### src/rtl/burst_line_master.sv
// burst_line_master: turns whole-line cache requests into single bursts on a burst memory command port
// Ports:
//   clk, rst_n                            clock, asynchronous active-low reset
//   req_valid/req_ready/req_write         line request handshake and direction (1 = write)
//   req_line_addr, req_wr_line            line address and write line (beat 0 in the LSBs)
//   rsp_valid/rsp_error/rsp_rd_line       one-cycle completion, read-timeout flag, assembled read line
//   cmd/cmd_en/addr/wr_data/data_mask     memory command side (cmd 1 = write)
//   rd_data/rd_data_valid/busy            memory read beats and not-ready indication
module burst_line_master #(
  parameter int DEPTH_BITWIDTH = 4,
  parameter int DATA_BITWIDTH = 64,
  parameter int BURST_COUNT = 4,
  parameter int RD_TIMEOUT_CYCLES = 64
) (
  input  logic                                            clk,
  input  logic                                            rst_n,
  input  logic                                            req_valid,
  output logic                                            req_ready,
  input  logic                                            req_write,
  input  logic [DEPTH_BITWIDTH-$clog2(BURST_COUNT)-1:0]   req_line_addr,
  input  logic [DATA_BITWIDTH*BURST_COUNT-1:0]            req_wr_line,
  output logic                                            rsp_valid,
  output logic                                            rsp_error,
  output logic [DATA_BITWIDTH*BURST_COUNT-1:0]            rsp_rd_line,
  output logic                                            cmd,
  output logic                                            cmd_en,
  output logic [DEPTH_BITWIDTH-1:0]                       addr,
  output logic [DATA_BITWIDTH-1:0]                        wr_data,
  output logic [DATA_BITWIDTH/8-1:0]                      data_mask,
  input  logic [DATA_BITWIDTH-1:0]                        rd_data,
  input  logic                                            rd_data_valid,
  input  logic                                            busy
);
  localparam int LW = $clog2(BURST_COUNT);
  localparam int TW = $clog2(RD_TIMEOUT_CYCLES + 1);
  localparam int LINE_W = DATA_BITWIDTH * BURST_COUNT;
  localparam int REST_W = LINE_W - DATA_BITWIDTH;
  typedef enum logic [1:0] {IDLE, RD_WAIT, WR_BURST, RESP} state_e;
  state_e                    state_q, state_d;
  logic [LW-1:0]             beat_q, beat_d;
  logic [TW-1:0]             tmo_q, tmo_d;
  logic                      cmd_q, cmd_d;
  logic                      cmd_en_q, cmd_en_d;
  logic [DEPTH_BITWIDTH-1:0] addr_q, addr_d;
  logic [DATA_BITWIDTH-1:0]  wr_data_q, wr_data_d;
  // beats still to be driven after the current one, next beat in the LSBs
  logic [REST_W-1:0]         wr_rest_q, wr_rest_d;
  logic                      rsp_error_q, rsp_error_d;
  logic [LINE_W-1:0]         rd_line_q, rd_line_d;
  // rst_n gates req_ready so nothing is accepted while reset is held
  assign req_ready   = rst_n && (state_q == IDLE) && !busy;
  assign rsp_valid   = (state_q == RESP);
  assign rsp_error   = rsp_valid && rsp_error_q;
  assign rsp_rd_line = rd_line_q;
  assign cmd         = cmd_q;
  assign cmd_en      = cmd_en_q;
  assign addr        = addr_q;
  assign wr_data     = wr_data_q;
  assign data_mask   = '0;
  always_comb begin
    state_d     = state_q;
    beat_d      = beat_q;
    tmo_d       = tmo_q;
    cmd_d       = cmd_q;
    cmd_en_d    = 1'b0;
    addr_d      = addr_q;
    wr_data_d   = wr_data_q;
    wr_rest_d   = wr_rest_q;
    rsp_error_d = rsp_error_q;
    rd_line_d   = rd_line_q;
    case (state_q)
      IDLE: begin
        if (req_valid && req_ready) begin
          state_d     = req_write ? WR_BURST : RD_WAIT;
          cmd_en_d    = 1'b1;
          cmd_d       = req_write;
          addr_d      = {req_line_addr, {LW{1'b0}}};
          beat_d      = '0;
          tmo_d       = '0;
          rsp_error_d = 1'b0;
          if (req_write) begin
            wr_data_d = req_wr_line[DATA_BITWIDTH-1:0];
            wr_rest_d = req_wr_line[LINE_W-1:DATA_BITWIDTH];
          end
        end
      end
      RD_WAIT: begin
        tmo_d = tmo_q + TW'(1);
        if (rd_data_valid) begin
          rd_line_d[int'(beat_q)*DATA_BITWIDTH +: DATA_BITWIDTH] = rd_data;
          beat_d = beat_q + LW'(1);
        end
        // a last beat arriving on the timeout cycle still completes cleanly
        if (rd_data_valid && beat_q == LW'(BURST_COUNT - 1)) begin
          state_d = RESP;
        end else if (tmo_q == TW'(RD_TIMEOUT_CYCLES)) begin
          state_d     = RESP;
          rsp_error_d = 1'b1;
        end
      end
      WR_BURST: begin
        if (beat_q == LW'(BURST_COUNT - 1)) begin
          state_d = RESP;
        end else begin
          beat_d    = beat_q + LW'(1);
          wr_data_d = wr_rest_q[DATA_BITWIDTH-1:0];
          wr_rest_d = wr_rest_q >> DATA_BITWIDTH;
        end
      end
      default: state_d = IDLE;
    endcase
  end
  always_ff @(posedge clk or negedge rst_n) begin
    if (!rst_n) begin
      state_q     <= IDLE;
      beat_q      <= '0;
      tmo_q       <= '0;
      cmd_q       <= 1'b0;
      cmd_en_q    <= 1'b0;
      addr_q      <= '0;
      wr_data_q   <= '0;
      wr_rest_q   <= '0;
      rsp_error_q <= 1'b0;
      rd_line_q   <= '0;
    end else begin
      state_q     <= state_d;
      beat_q      <= beat_d;
      tmo_q       <= tmo_d;
      cmd_q       <= cmd_d;
      cmd_en_q    <= cmd_en_d;
      addr_q      <= addr_d;
      wr_data_q   <= wr_data_d;
      wr_rest_q   <= wr_rest_d;
      rsp_error_q <= rsp_error_d;
      rd_line_q   <= rd_line_d;
    end
  end
endmodule

### config.mk
export PLATFORM = sky130hd
export DESIGN_NAME = burst_line_master
export DESIGN_NICKNAME = d
export VERILOG_FILES = /design/src/rtl/burst_line_master.sv
export SDC_FILE = /design/constraint.sdc
export NUM_CORES = 1
export LEC_CHECK = 0
export ABC_CLOCK_PERIOD_IN_PS = 2700
export CAP_MARGIN = 20
export CORE_AREA = 4 4 254 256
export DETAILED_ROUTE_END_ITERATION = 10
export DIE_AREA = 0 0 258 260
export PLACE_DENSITY = 0.66
export RECOVER_POWER = 100
export SETUP_SLACK_MARGIN = 0.02
export SLEW_MARGIN = 20
export SYNTH_ARGS = -nofsm -noshare
export SYNTH_HDL_FRONTEND = slang
export SYNTH_SLANG_ARGS = --single-unit
### constraint.sdc
create_clock -name clk -period 2.7 [get_ports clk]
set_clock_uncertainty 0.2 [all_clocks]
set_input_delay 0.675 -clock clk [delete_from_list [all_inputs] [get_ports clk]]
set_output_delay 0.675 -clock clk [all_outputs]
set_load 0.03 [all_outputs]
* After elaboration in Yosys (flattened, before gate mapping)
Cells that the tools add are included.
Cells by class: add/sub/neg operators 3, equal/unequal tests 13, shifts and indexed selects 2, muxes and demuxes 27, reductions and logical operators 17
Operators with widths (count):
- 2-to-1 mux 192 bit | 3
- case mux 192 bit (2 select lines) | 1
- bitwise mux 256 bit | 1
- variable shift 64 x 33 -> 256 bit (first input constant) | 1
- variable part select 64 x 33 -> 256 bit | 1
- 2-to-1 mux 64 bit | 3
- case mux 64 bit (2 select lines) | 1
- negator 8 -> 33 bit | 1
- 2-to-1 mux 2 bit | 8
- case mux 7 bit (2 select lines) | 1
- inequality test 2 bit (second input constant) | 6
- case mux 2 bit (3 select lines) | 2
- AND reduction 4 bit | 3
- adder 7 x 1 -> 7 bit (second input constant) | 1
- equality test 7 bit (second input constant) | 1
- 2-to-1 mux 7 bit | 1
- equality test 2 bit (second input constant) | 3
- AND reduction 2 bit | 3
- logical AND 1 bit | 5
- 2-to-1 mux 1 bit | 5
- nonzero test 2 bit | 2
- inequality test 3 bit (second input constant) | 1
- AND reduction 3 bit | 1
- nonzero test 3 bit | 1
- other kinds (6) | 6
Storage, ports and cells: register bits 528, input port bits 328, output and inout port bits 337

* Logic depth before layout (Yosys ltp)
word-level depth 6, depth in mapped cells 10, depth with buffers taken out 7

* Least setup slack after synthesis
No wires, ideal clock.
path kind register to output, start register state_q[0], end output port req_ready, arrival time 1.590 ns, data required time 1.825 ns, path slack 0.235 ns, stages on the path, launching flop included 6, path through dfrtp_1 -> inv_1 -> ha_1 -> buf_4 -> inv_1 -> nor3b_1
On the way: longest elaborated chain between the ends 3
Ends and longest elaborated chain:
- from (decl) | RTL line 39 | state_e state_q, state_d;
- from (signal assigned) | RTL line 126 | state_q <= state_d;
- zero test 2 bit | RTL line 51 | assign req_ready = rst_n && (state_q == IDLE) && !busy;
- logical AND 1 bit (2 in a row) | RTL line 51
- to (decl) | RTL line 18 | output logic req_ready,
Every way passes these cells.

* Worst setup path in the final report
start input port busy, end output port req_ready
On the way: longest elaborated chain between the ends 2
Ends and longest elaborated chain:
- from (decl) | RTL line 32 | input logic busy
- zero test 1 bit | RTL line 51
- logical AND 1 bit | RTL line 51
Every way passes these cells.

==> results.rst <==
.. list-table::
   :header-rows: 1

   * - Metric
     - Value
   * - Cell count after synthesis
     - 1514
   * - Wire length per cell after detailed routing
     - between 20 and 25 um
   * - Area of all placed cells without fillers
     - 33150 sq um
   * - Via count of the first global-routing pass
     - around 17000
   * - Transition at the pin with the smallest max-transition slack
     - between 1.5 and 2 ns
   * - Pwr dens
     - 1236 nW/um^2
   * - Area post-placement
     - 31130 sq um
   * - FILL cells
     - 5202
   * - Synth unique cells
     - 38
   * - Number of synthesized flops with an enable pin
     - 0
   * - First-pass GRT wire length
     - between 100000 and 150000 um
   * - CTS tree
     - built
   * - Count of unresolved DRC violations after routing
     - 0
   * - Final Hold Violating Endpoints
     - 0
   * - Leak Pwr
     - approximately 15 nW
   * - Detailed Place HPWL
     - roughly 53000 um
   * - Total vias in the final route
     - 15720
   * - Worst Setup End Kind
     - primary output
   * - Antenna Violating Nets Remaining
     - 0
   * - Worst-path clk slew
     - roughly 0.06 ns
   * - Global-route layer with the greatest usage
     - met2
   * - Setup crit start
     - busy
   * - Required time at the endpoint of the critical path
     - between 1.5 and 2 ns
   * - Area grow syn2layout
     - 41.42%
   * - Remaining global-route overflow
     - 0
   * - Tot GR Track Use
     - 21.45%
   * - Fraction of post-synthesis cell area in the top cell type by area
     - about 56%
   * - Number of synthesized register bits
     - 528
   * - Class of the worst hold path
     - flop to flop
   * - Asr flop ratio synth
     - 100.0%
   * - Post-synthesis area per instance
     - 15.48 sq um
   * - Worst Path Arrival
     - approximately 1.8 ns
   * - Effective utilization at floorplan
     - a little under two fifths
   * - Violation count after the first detailed-routing iteration
     - 917
   * - Number of levels the H-tree was split into
     - 2
   * - Worst Setup Slack, final
     - around 0.065 ns
   * - Endpoint with the worst hold slack
     - cmd
   * - Core outline area
     - about 63000 sq um
   * - Met2 Resource Use GR
     - between 30% and 40%
   * - Pin count of the biggest net entering global routing
     - between 150 and 200
   * - Peak supply drop
     - just over 0.0007 V
   * - Sequential-to-total area share from yosys stat
     - 56.36%
   * - Number of antenna violations at the first check in global routing
     - 9
   * - Max FO, Critical Path
     - 2
   * - Cts bufs inserted
     - 58
   * - Minimum setup slack after placement
     - -0.1318 ns
   * - Top flip-flop cell by instance count after synthesis
     - dfrtp_1
   * - Part of the cycle the worst path needs
     - just under 100%
   * - Reg2Reg Depth
     - 8
   * - DIE AREA
     - roughly 67000 sq um
   * - RSZ-0062 raised after global routing
     - true
   * - Violations in the final reports
     - capacitance limit, slew limit
   * - Post-synthesis instance area
     - between 20000 and 25000 sq um
   * - Final hold slack
     - approximately 0.29 ns
   * - Combined area of the multi-input logic cells
     - approximately 9300 sq um
   * - Post-synthesis cell type with the largest combined area
     - dfrtp_1
   * - Overall die height
     - between 200 and 300 um
   * - Final setup fails
     - 0
   * - Kind of critical path
     - input port to primary output
   * - Setup slack on the worst flop-to-flop path
     - ~0.090 ns
   * - Die Span X
     - around 260 um
   * - Met3 Track Usage GR
     - approximately 8.6%
   * - Met1 Usage GRT
     - 28.03%
   * - Sink count of the clock tree
     - approximately 530
   * - Sequential cell area
     - around 13000 sq um
   * - Row count
     - 92
   * - Max-cap violations
     - 3
   * - Share of layout cells above drive strength 1
     - 28.52%
   * - Outcome
     - complete, but fails checks
   * - Clock latency on the worst-skew pair
     - between 0.5 and 0.6 ns
   * - Maximum operating frequency
     - ~0.38 GHz
   * - Number of nets in the finished design
     - ~2500
   * - Total length of routed wires
     - roughly 74000 um
   * - R2R Path Start
     - state_q[1]
   * - Max Root-Sink Buffers
     - 3
   * - Clock root buffer master
     - clkbuf_16
   * - Worst r2r dst
     - state_q[0]
   * - Tightest slew margin relative to the limit
     - -21.52%
   * - Count of synthesis-stage warnings from yosys
     - 0
   * - Minimum clock period after layout
     - 2.635 ns
   * - Top-level port count
     - approximately 670
   * - First-pass iteration count of the detailed router
     - 5
   * - Min-delay src
     - cmd
   * - GP Congestion
     - 0.8393
   * - Worst hold path cell count
     - 2
   * - Cell types with the largest area share after synthesis
     - dfrtp_1 56%, mux2_4 15%, mux2_2 10%
   * - Port bufs
     - roughly 650
   * - Worst setup SP type
     - input port
   * - Max-slew violation count
     - approximately 320
   * - Post-Route Utilization
     - between 50% and 60%
   * - Via density per instance
     - roughly 5
## placed cells by master, fill, tap and decap left out, types with 7 or more instances in the layout
| cell | instances |
|---|---|
| o21ai_0 | 7 |
| clkbuf_1 | 17 |
| buf_4 | 43 |
| clkbuf_8 | 11 |
| nand2_1 | 17 |
| clkinv_2 | 9 |
| clkbuf_16 | 61 |
| conb_1 | 10 |
| buf_12 | 28 |
| mux2_4 | 240 |
| clkdlybuf4s50_1 | 643 |
| nor2b_1 | 65 |
| bufinv_16 | 7 |
| mux2_2 | 210 |
| a22o_1 | 261 |
| dfrtp_1 | 528 |
| ha_1 | 9 |
## logic make-up (layout without fill, tap and decap cells)
group,count (synthesis),after routing,synth area share [%]
AO/OA/AOI/OAI,283,283,10.42
adder cells (fa/ha/maj),12,12,0.6404
buffers and inverters,133,847,4.275
flip-flops,528,528,56.36
multiplexers,453,453,25.59
other,1,15,0.01600
AND/OR/NAND/NOR,104,104,2.706
## Yosys cell counts, types with 2 or more instances
cell	n
mux2_2	210
a21o_1	2
buf_4	12
inv_1	8
nor2b_1	65
nor2_1	5
dfrtp_1	528
o21ai_0	7
mux2i_1	3
a22o_1	261
a21oi_1	5
nand2_1	17
buf_2	21
buf_12	26
nor4b_1	3
ha_1	12
mux2_4	240
nand3_1	7
clkbuf_1	63
## how the worst max path moves through the flow
stage / end / depth (start not counted)
after floorplan: req_ready / 5
after global placement: wr_data[8] / 8
after detailed placement: wr_data[9] / 8
after CTS: req_ready / 6
after global routing: req_ready / 6
final: req_ready / 5
## sequential cells by signal, indices dropped and copies added, names as in the netlist
name	flops
rsp_rd_line	256
wr_rest_q	192
wr_data	64
tmo_q	7
addr	2
beat_q	2
state_q	2
cmd	1
cmd_en	1
rsp_error_q	1
## timing repair
item | 4_1_cts | 5_1_grt
resized for setup | 21 | 4
endpoints found under the hold margin | 15 | 0
endpoints found under the setup margin | 8 | 4
setup buffers | 2 | 0
hold buffers | 2 | 0
pin swaps | 2 | 0
## area by class of cell
type	instances	area share [%]
diodes	5	0.03774
multi-input cells	862	28.17
clock inverters	19	0.8453
repair buffers	734	22.58
inverters	9	0.1132
well taps	846	3.193
flip-flops and latches	528	39.85
clock buffers	85	5.208
## routing by layer
metal | part of all wire [%] | up-vias
met1 | 41 | 8042
met5 | 0.11 | -
met4 | 2.6 | 12
li1 | - | 6902
met3 | 10 | 104
met2 | 46 | 660
## power by group
group | internal (W) | switching, W | total, W
Clock | 0.00507 | 0.00326 | 0.00833
Combinational | 0.0106 | 0.00886 | 0.0195
Sequential | 0.0112 | 0.00201 | 0.0132
## critical path, stage by stage
cell             delay (ns)
clkdlybuf4s50_1        0.45
buf_4                  0.17
nor3b_4                0.21
buf_6                  0.13
buf_12                 0.12
## per-stage QoR
| stage | TNS (ns) | instances | power (W) |
|---|---|---|---|
| after floorplan | 0 | 1523 | 0.02629 |
| after global placement | -14.04 | 2975 | 0.03228 |
| after detailed placement | -20.38 | 2975 | 0.03272 |
| after CTS | -0.009094 | 3083 | 0.04134 |
| after global routing | -0.6494 | 3084 | 0.04288 |
| final | 0 | 3088 | 0.04097 |
Power figures use the tool's default switching activity.
